## config.mk

```make
export PLATFORM = sky130hd
export DESIGN_NAME = xlr8_tone_gen
export DESIGN_NICKNAME = d
export VERILOG_FILES = /design/src/rtl/xlr8_tone_gen.sv
export SDC_FILE = /design/constraint.sdc
export NUM_CORES = 1
export LEC_CHECK = 0
export ABC_AREA = 1
export CAP_MARGIN = 20
export CORE_MARGIN = 2
export CORE_UTILIZATION = 65
export DETAILED_ROUTE_END_ITERATION = 16
export GPL_ROUTABILITY_DRIVEN = 0
export PLACE_DENSITY = 0.85
export RECOVER_POWER = 50
export SLEW_MARGIN = 25
export SYNTH_ARGS = -nofsm -noshare
export SYNTH_HDL_FRONTEND = slang
export SYNTH_SLANG_ARGS = --single-unit
```

## constraint.sdc

```tcl
create_clock -name clk -period 4.8 [get_ports clk]
set_input_delay 0.96 -clock clk [delete_from_list [all_inputs] [get_ports clk]]
set_output_delay 0.96 -clock clk [all_outputs]
set_load 0.01 [all_outputs]
```

## src/rtl/xlr8_tone_gen.sv

```systemverilog
// Multi-channel square-wave tone generator on the AVR data-memory register bus.
// Shared prescaler drives per-channel half-period counters; a second divider times auto-stop durations.
module xlr8_tone_gen #(
  parameter logic [7:0] CTRL_ADDR  = 8'h00,
  parameter logic [7:0] ENA_ADDR   = 8'h00,
  parameter logic [7:0] CHSEL_ADDR = 8'h00,
  parameter logic [7:0] PERL_ADDR  = 8'h00,
  parameter logic [7:0] PERH_ADDR  = 8'h00,
  parameter logic [7:0] DUR_ADDR   = 8'h00,
  parameter int         NUM_CH     = 2,
  parameter int         PRESCALE   = 16,
  parameter int         DUR_DIV    = 1000
) (
  input  logic              clk,
  input  logic              rstn,
  input  logic              clken,
  input  logic [7:0]        dbus_in,
  output logic [7:0]        dbus_out,
  output logic              io_out_en,
  input  logic [7:0]        ramadr,
  input  logic              ramre,
  input  logic              ramwe,
  input  logic              dm_sel,
  output logic [NUM_CH-1:0] spk_out,
  output logic              done_pulse
);
  localparam int PW = $clog2(PRESCALE);
  localparam int DW = (DUR_DIV > 1) ? $clog2(DUR_DIV) : 1;

  logic sel_ctrl, sel_ena, sel_chsel, sel_perl, sel_perh, sel_dur;
  logic wr_ctrl, wr_ena, wr_chsel, wr_perl, wr_perh, wr_dur;

  assign sel_ctrl  = dm_sel && (ramadr == CTRL_ADDR);
  assign sel_ena   = dm_sel && (ramadr == ENA_ADDR);
  assign sel_chsel = dm_sel && (ramadr == CHSEL_ADDR);
  assign sel_perl  = dm_sel && (ramadr == PERL_ADDR);
  assign sel_perh  = dm_sel && (ramadr == PERH_ADDR);
  assign sel_dur   = dm_sel && (ramadr == DUR_ADDR);

  assign wr_ctrl  = clken && ramwe && sel_ctrl;
  assign wr_ena   = clken && ramwe && sel_ena;
  assign wr_chsel = clken && ramwe && sel_chsel;
  assign wr_perl  = clken && ramwe && sel_perl;
  assign wr_perh  = clken && ramwe && sel_perh;
  assign wr_dur   = clken && ramwe && sel_dur;

  assign io_out_en = ramre && (sel_ctrl || sel_ena || sel_chsel || sel_perl || sel_perh || sel_dur);

  logic              gen_reg;
  logic [NUM_CH-1:0] ena_reg;
  logic [2:0]        chsel_reg;
  logic [7:0]        stage_reg;
  logic [PW-1:0]     presc_reg;
  logic [DW-1:0]     ddiv_reg;
  logic              done_reg;

  logic              clr, tick, dtick;
  logic [NUM_CH-1:0] ch_hit, stop;
  logic [15:0]       period_w  [NUM_CH];
  logic [7:0]        dur_rem_w [NUM_CH];

  assign clr   = wr_ctrl && dbus_in[1];
  assign tick  = gen_reg && (presc_reg == PW'(PRESCALE - 1));
  assign dtick = tick && (ddiv_reg == DW'(DUR_DIV - 1));

  always_ff @(posedge clk or negedge rstn) begin
    if (!rstn) begin
      gen_reg   <= 1'b0;
      ena_reg   <= '0;
      chsel_reg <= 3'd0;
      stage_reg <= 8'd0;
      presc_reg <= '0;
      ddiv_reg  <= '0;
      done_reg  <= 1'b0;
    end else begin
      if (wr_ctrl)  gen_reg   <= dbus_in[0];
      if (wr_chsel) chsel_reg <= dbus_in[2:0];
      if (wr_perh)  stage_reg <= dbus_in;

      // A CPU write to ENA overrides a coincident hardware auto-stop clear.
      if (clr)         ena_reg <= '0;
      else if (wr_ena) ena_reg <= dbus_in[NUM_CH-1:0];
      else             ena_reg <= ena_reg & ~stop;

      if (clr || !gen_reg)               presc_reg <= '0;
      else if (presc_reg == PW'(PRESCALE - 1)) presc_reg <= '0;
      else                               presc_reg <= presc_reg + 1'b1;

      if (clr || !gen_reg) ddiv_reg <= '0;
      else if (dtick)      ddiv_reg <= '0;
      else if (tick)       ddiv_reg <= ddiv_reg + 1'b1;

      done_reg <= |stop;
    end
  end

  assign done_pulse = done_reg;

  for (genvar gi = 0; gi < NUM_CH; gi++) begin : g_ch
    logic [15:0] period_reg, cnt_reg;
    logic [7:0]  dur_set_reg, dur_rem_reg;
    logic        spk_reg;
    logic        active, commit, dec;

    assign ch_hit[gi] = (chsel_reg == 3'(gi));
    assign commit     = wr_perl && ch_hit[gi];
    assign active     = gen_reg && ena_reg[gi] && (period_reg != 16'd0);
    assign dec        = dtick && active && (dur_set_reg != 8'd0) && (dur_rem_reg != 8'd0);
    assign stop[gi]   = dec && (dur_rem_reg == 8'd1) && !wr_ena && !clr;

    always_ff @(posedge clk or negedge rstn) begin
      if (!rstn) begin
        period_reg  <= 16'd0;
        cnt_reg     <= 16'd0;
        dur_set_reg <= 8'd0;
        dur_rem_reg <= 8'd0;
        spk_reg     <= 1'b0;
      end else begin
        if (commit) period_reg <= {stage_reg, dbus_in};
        if (wr_dur && ch_hit[gi]) dur_set_reg <= dbus_in;

        if (clr)                          dur_rem_reg <= 8'd0;
        else if (wr_dur && ch_hit[gi])    dur_rem_reg <= dbus_in;
        else if (wr_ena && dbus_in[gi])   dur_rem_reg <= dur_set_reg;
        else if (dec)                     dur_rem_reg <= dur_rem_reg - 8'd1;

        // Idle channels park at cnt=0/low so the next activation toggles on its first tick.
        if (clr || commit || !active || stop[gi]) begin
          cnt_reg <= 16'd0;
          spk_reg <= 1'b0;
        end else if (tick) begin
          if (cnt_reg == 16'd0) begin
            cnt_reg <= period_reg - 16'd1;
            spk_reg <= ~spk_reg;
          end else begin
            cnt_reg <= cnt_reg - 16'd1;
          end
        end
      end
    end

    assign spk_out[gi]   = spk_reg;
    assign period_w[gi]  = period_reg;
    assign dur_rem_w[gi] = dur_rem_reg;
  end

  logic [15:0] sel_period;
  logic [7:0]  sel_dur_rem;
  logic [7:0]  ena_rd;

  always_comb begin
    sel_period  = 16'd0;
    sel_dur_rem = 8'd0;
    for (int i = 0; i < NUM_CH; i++) begin
      if (ch_hit[i]) begin
        sel_period  = sel_period | period_w[i];
        sel_dur_rem = sel_dur_rem | dur_rem_w[i];
      end
    end
  end

  always_comb begin
    ena_rd = 8'd0;
    ena_rd[NUM_CH-1:0] = ena_reg;
  end

  always_comb begin
    dbus_out = 8'd0;
    if (sel_ctrl)  dbus_out = dbus_out | {7'd0, gen_reg};
    if (sel_ena)   dbus_out = dbus_out | ena_rd;
    if (sel_chsel) dbus_out = dbus_out | {5'd0, chsel_reg};
    if (sel_perl)  dbus_out = dbus_out | sel_period[7:0];
    if (sel_perh)  dbus_out = dbus_out | sel_period[15:8];
    if (sel_dur)   dbus_out = dbus_out | sel_dur_rem;
  end

endmodule

```

==> impl_results.md <==
* Initial core utilization at 67.6%
* DR DRC count at 0
* Worst hold slack at 0.490 ns
* # IOs at 34
* Top-area cell type share of the netlist area at 40.4%
* Syn nets at 989
* Final Max Slew Viols at 32
* Synth Instances at 957
* Clk sink count at 107
* Power Internal at 1.33 mW
* ANT nets after route at 0
* CTS H-tree lvls at 3
* Failing checks: capacitance limit, slew limit
* Number of global-route vias before repair at 5815
* Leakage at 3.73 nW
* CP startpoint kind: input pin
* Clk Latency, worst-skew pair at 0.37 ns
* Core ar. at 9820 um^2
* Setup Viol. Count Final at 0
* Layout cells sized above 1 at 4.86%
* # diodes at 0
* # resized after CTS at 0
* CTS tree: yes
* Die height at 105 um
* Fin. Hold Viols at 0
* EDFF count, synth at 0
* TNS Setup at 0 ns
* Area contributors post-synth: dfrtp_1, nand2_1, inv_1, nand3_1, nor2_1
* Hpwl dp at 12100 um
* IO Port Bufs at 33
* GR Overflow Total at 0
* Crit Path Max Fanout at 18
* Switching part of the total at 24.8%
* Synth unique cells at 37
* Site row count at 36
* Tot Pwr at 1.76 mW
* Post-DP Area at 7020 um^2
* Sw Pwr at 0.437 mW
* Fmax at 0.255 GHz
* TritonCTS buffer count at 9
* Min Clock Period, post-route at 3.91 ns
* Initial antenna violation count at 0
* CP Data Required Time at 5.06 ns
* Worst-path clk slew at 0.10 ns
* Flop pwr share at 54.7%
* Largest net degree at the start of global routing at 78
* Pwr per Cell Area at 244 nW/um^2
* Drt wl/cell at 14.4 um
* Status: finished with violations
* Clk pwr share at 36.0%
* Die width at 105 um
* Die area at 11000 um^2
* Drt total wl at 16100 um
* Worst-margin pin slew at 1.72 ns
* Setup repair after global routing missed its margin: no
* Largest buffer count on any clock path at 2
* First-pass GRT wire length at 27400 um
* Final core occ at 73.6%
* Synth warn at 0
* Fin nets at 1014
* HP Class: reg2reg
* Sequential share of the synthesized area at 40.4%
* GRT Total Usage at 30.7%
* Max_slew headroom at -14.8%
* Initial DRT Pass Iterations at 5
* Fillers at 807
* Synthesized area per cell at 6.93 um^2
* Most used DFF post-synth: dfrtp_1
* Root Driver: clkbuf_8
* Area grow syn2layout at 8.88%
* Peak VDD IR at 185 uV
* DR vias/cell at 5.53
* Via count at 6191
* Async set or reset register ratio after synthesis at 100%
* Initial DRC count at 393
* Critical Path Sink Type: register
* Tcrit/Tclk final at 81.5%
* Design Area, Final at 7220 um^2
* Synthesis-stage register bit count at 107
* Post-CTS Setup Bufs at 0
* Crit path DAT at 4.18 ns
* Cell Area, Synth at 6640 um^2
* Combinational Power Share at 9.3%
* Clock Skews at 0.00867 ns
* Max cap viols at 1
* # hold bufs at CTS at 0
* Largest area contributor in the netlist: dfrtp_1
* CP Class: in2reg
layer usage:
| layer | wire (um) | GRT usage (%) |
|---|---|---|
| met1 | 6950 | 40.7 |
| met4 | 503 | 12.4 |
| met2 | 7660 | 51.3 |
| met5 | 0 | 0 |
| met3 | 972 | 3.68 |
path summary, 6_finish.rpt:
kind | start | end | slack (ns) | depth (start not counted)
max in group asynchronous | rstn | g_ch[0].period_reg[12]$_DFFE_PN0P_ | 2.16 | 2
max reg2reg | g_ch[1].cnt_reg[1]$_DFFE_PN0P_ | g_ch[1].cnt_reg[14]$_DFFE_PN0P_ | 2.13 | 14
min | presc_reg[0]$_DFF_PN0_ | presc_reg[0]$_DFF_PN0_ | 0.49 | 1
min reg2reg | presc_reg[0]$_DFF_PN0_ | presc_reg[0]$_DFF_PN0_ | 0.49 | 1
min in group asynchronous | rstn | g_ch[0].period_reg[0]$_DFFE_PN0P_ | 0.58 | 1
max | dm_sel | ddiv_reg[6]$_DFFE_PN0P_ | 0.89 | 12
cells by family (layout without fill, tap and decap cells):
| family | after synthesis | after routing | share of synthesized area (%) |
|---|---|---|---|
| xor gates and xnor gates | 22 | 22 | 2.90 |
| and+or+nand+nor | 515 | 515 | 33.5 |
| DFF | 107 | 107 | 40.4 |
| AOI/OAI and AO/OA | 127 | 127 | 10.6 |
| adders and majority gates | 10 | 10 | 1.89 |
| buffers and inverters | 176 | 206 | 10.7 |
layout make-up:
cell class              instances  area [um^2]  area share [%]
flip-flops and latches        107         2680            37.1
multi-input cells             674         3230            44.7
inverters                     155          582            8.05
repair buffers                 35          343            4.75
clock buffers                  12          155            2.15
clock inverters                 4         72.6            1.00
well taps                     133          166            2.30
Yosys cell counts, types with 4 or more instances:
cell type	n
nand4_1	12
inv_1	150
clkbuf_1	8
o21ai_0	78
o21ai_1	4
nor2_2	7
inv_2	4
nand3_1	87
nand2_2	6
buf_2	4
xor2_1	15
nand2_1	257
a21oi_1	9
ha_1	10
a31oi_1	14
nor2_1	112
o22ai_1	7
xnor2_1	7
buf_4	6
dfrtp_1	107
or2_2	7
nor3_1	14
layout by cell type (no fill, tap or decap), types with 11 or more instances in the layout:
master / instances
a31oi_1: 14
clkbuf_8: 11
clkdlybuf4s50_1: 31
dfrtp_1: 107
inv_1: 150
nand2_1: 258
nand3_1: 87
nand4_1: 12
nor2_1: 113
nor3_1: 14
o21ai_0: 78
xor2_1: 15
stage by stage:
step / std cells / setup slack [ns]
finish: 1120 / 0.886
global route: 1120 / 0.518
CTS: 1120 / 1.09
detailed placement: 1104 / 1.09
global placement: 1104 / 1.12
floorplan: 957 / 2.22
critical path: stages:
cell           delay (ns)
dlygate4sd3_1        0.52
inv_1                0.04
nor3_1               0.17
nand2_2              0.12
nor2_1               0.79
nand2_1              0.44
nand2_2              0.22
inv_1                0.07
nand2_1              0.30
inv_1                0.20
o21ai_0              0.25
a21oi_1              0.09
power by group through the flow:
| stage | clock network, mW | logic [mW] | registers (mW) |
|---|---|---|---|
| after floorplan | 0 | 0.109 | 0.975 |
| after global placement | 0 | 0.162 | 0.979 |
| after detailed placement | 0 | 0.168 | 0.980 |
| after CTS | 0.637 | 0.169 | 0.964 |
| after global routing | 0.669 | 0.189 | 0.970 |
| final | 0.635 | 0.165 | 0.964 |
No activity file was read; power rests on OpenSTA's default activity.
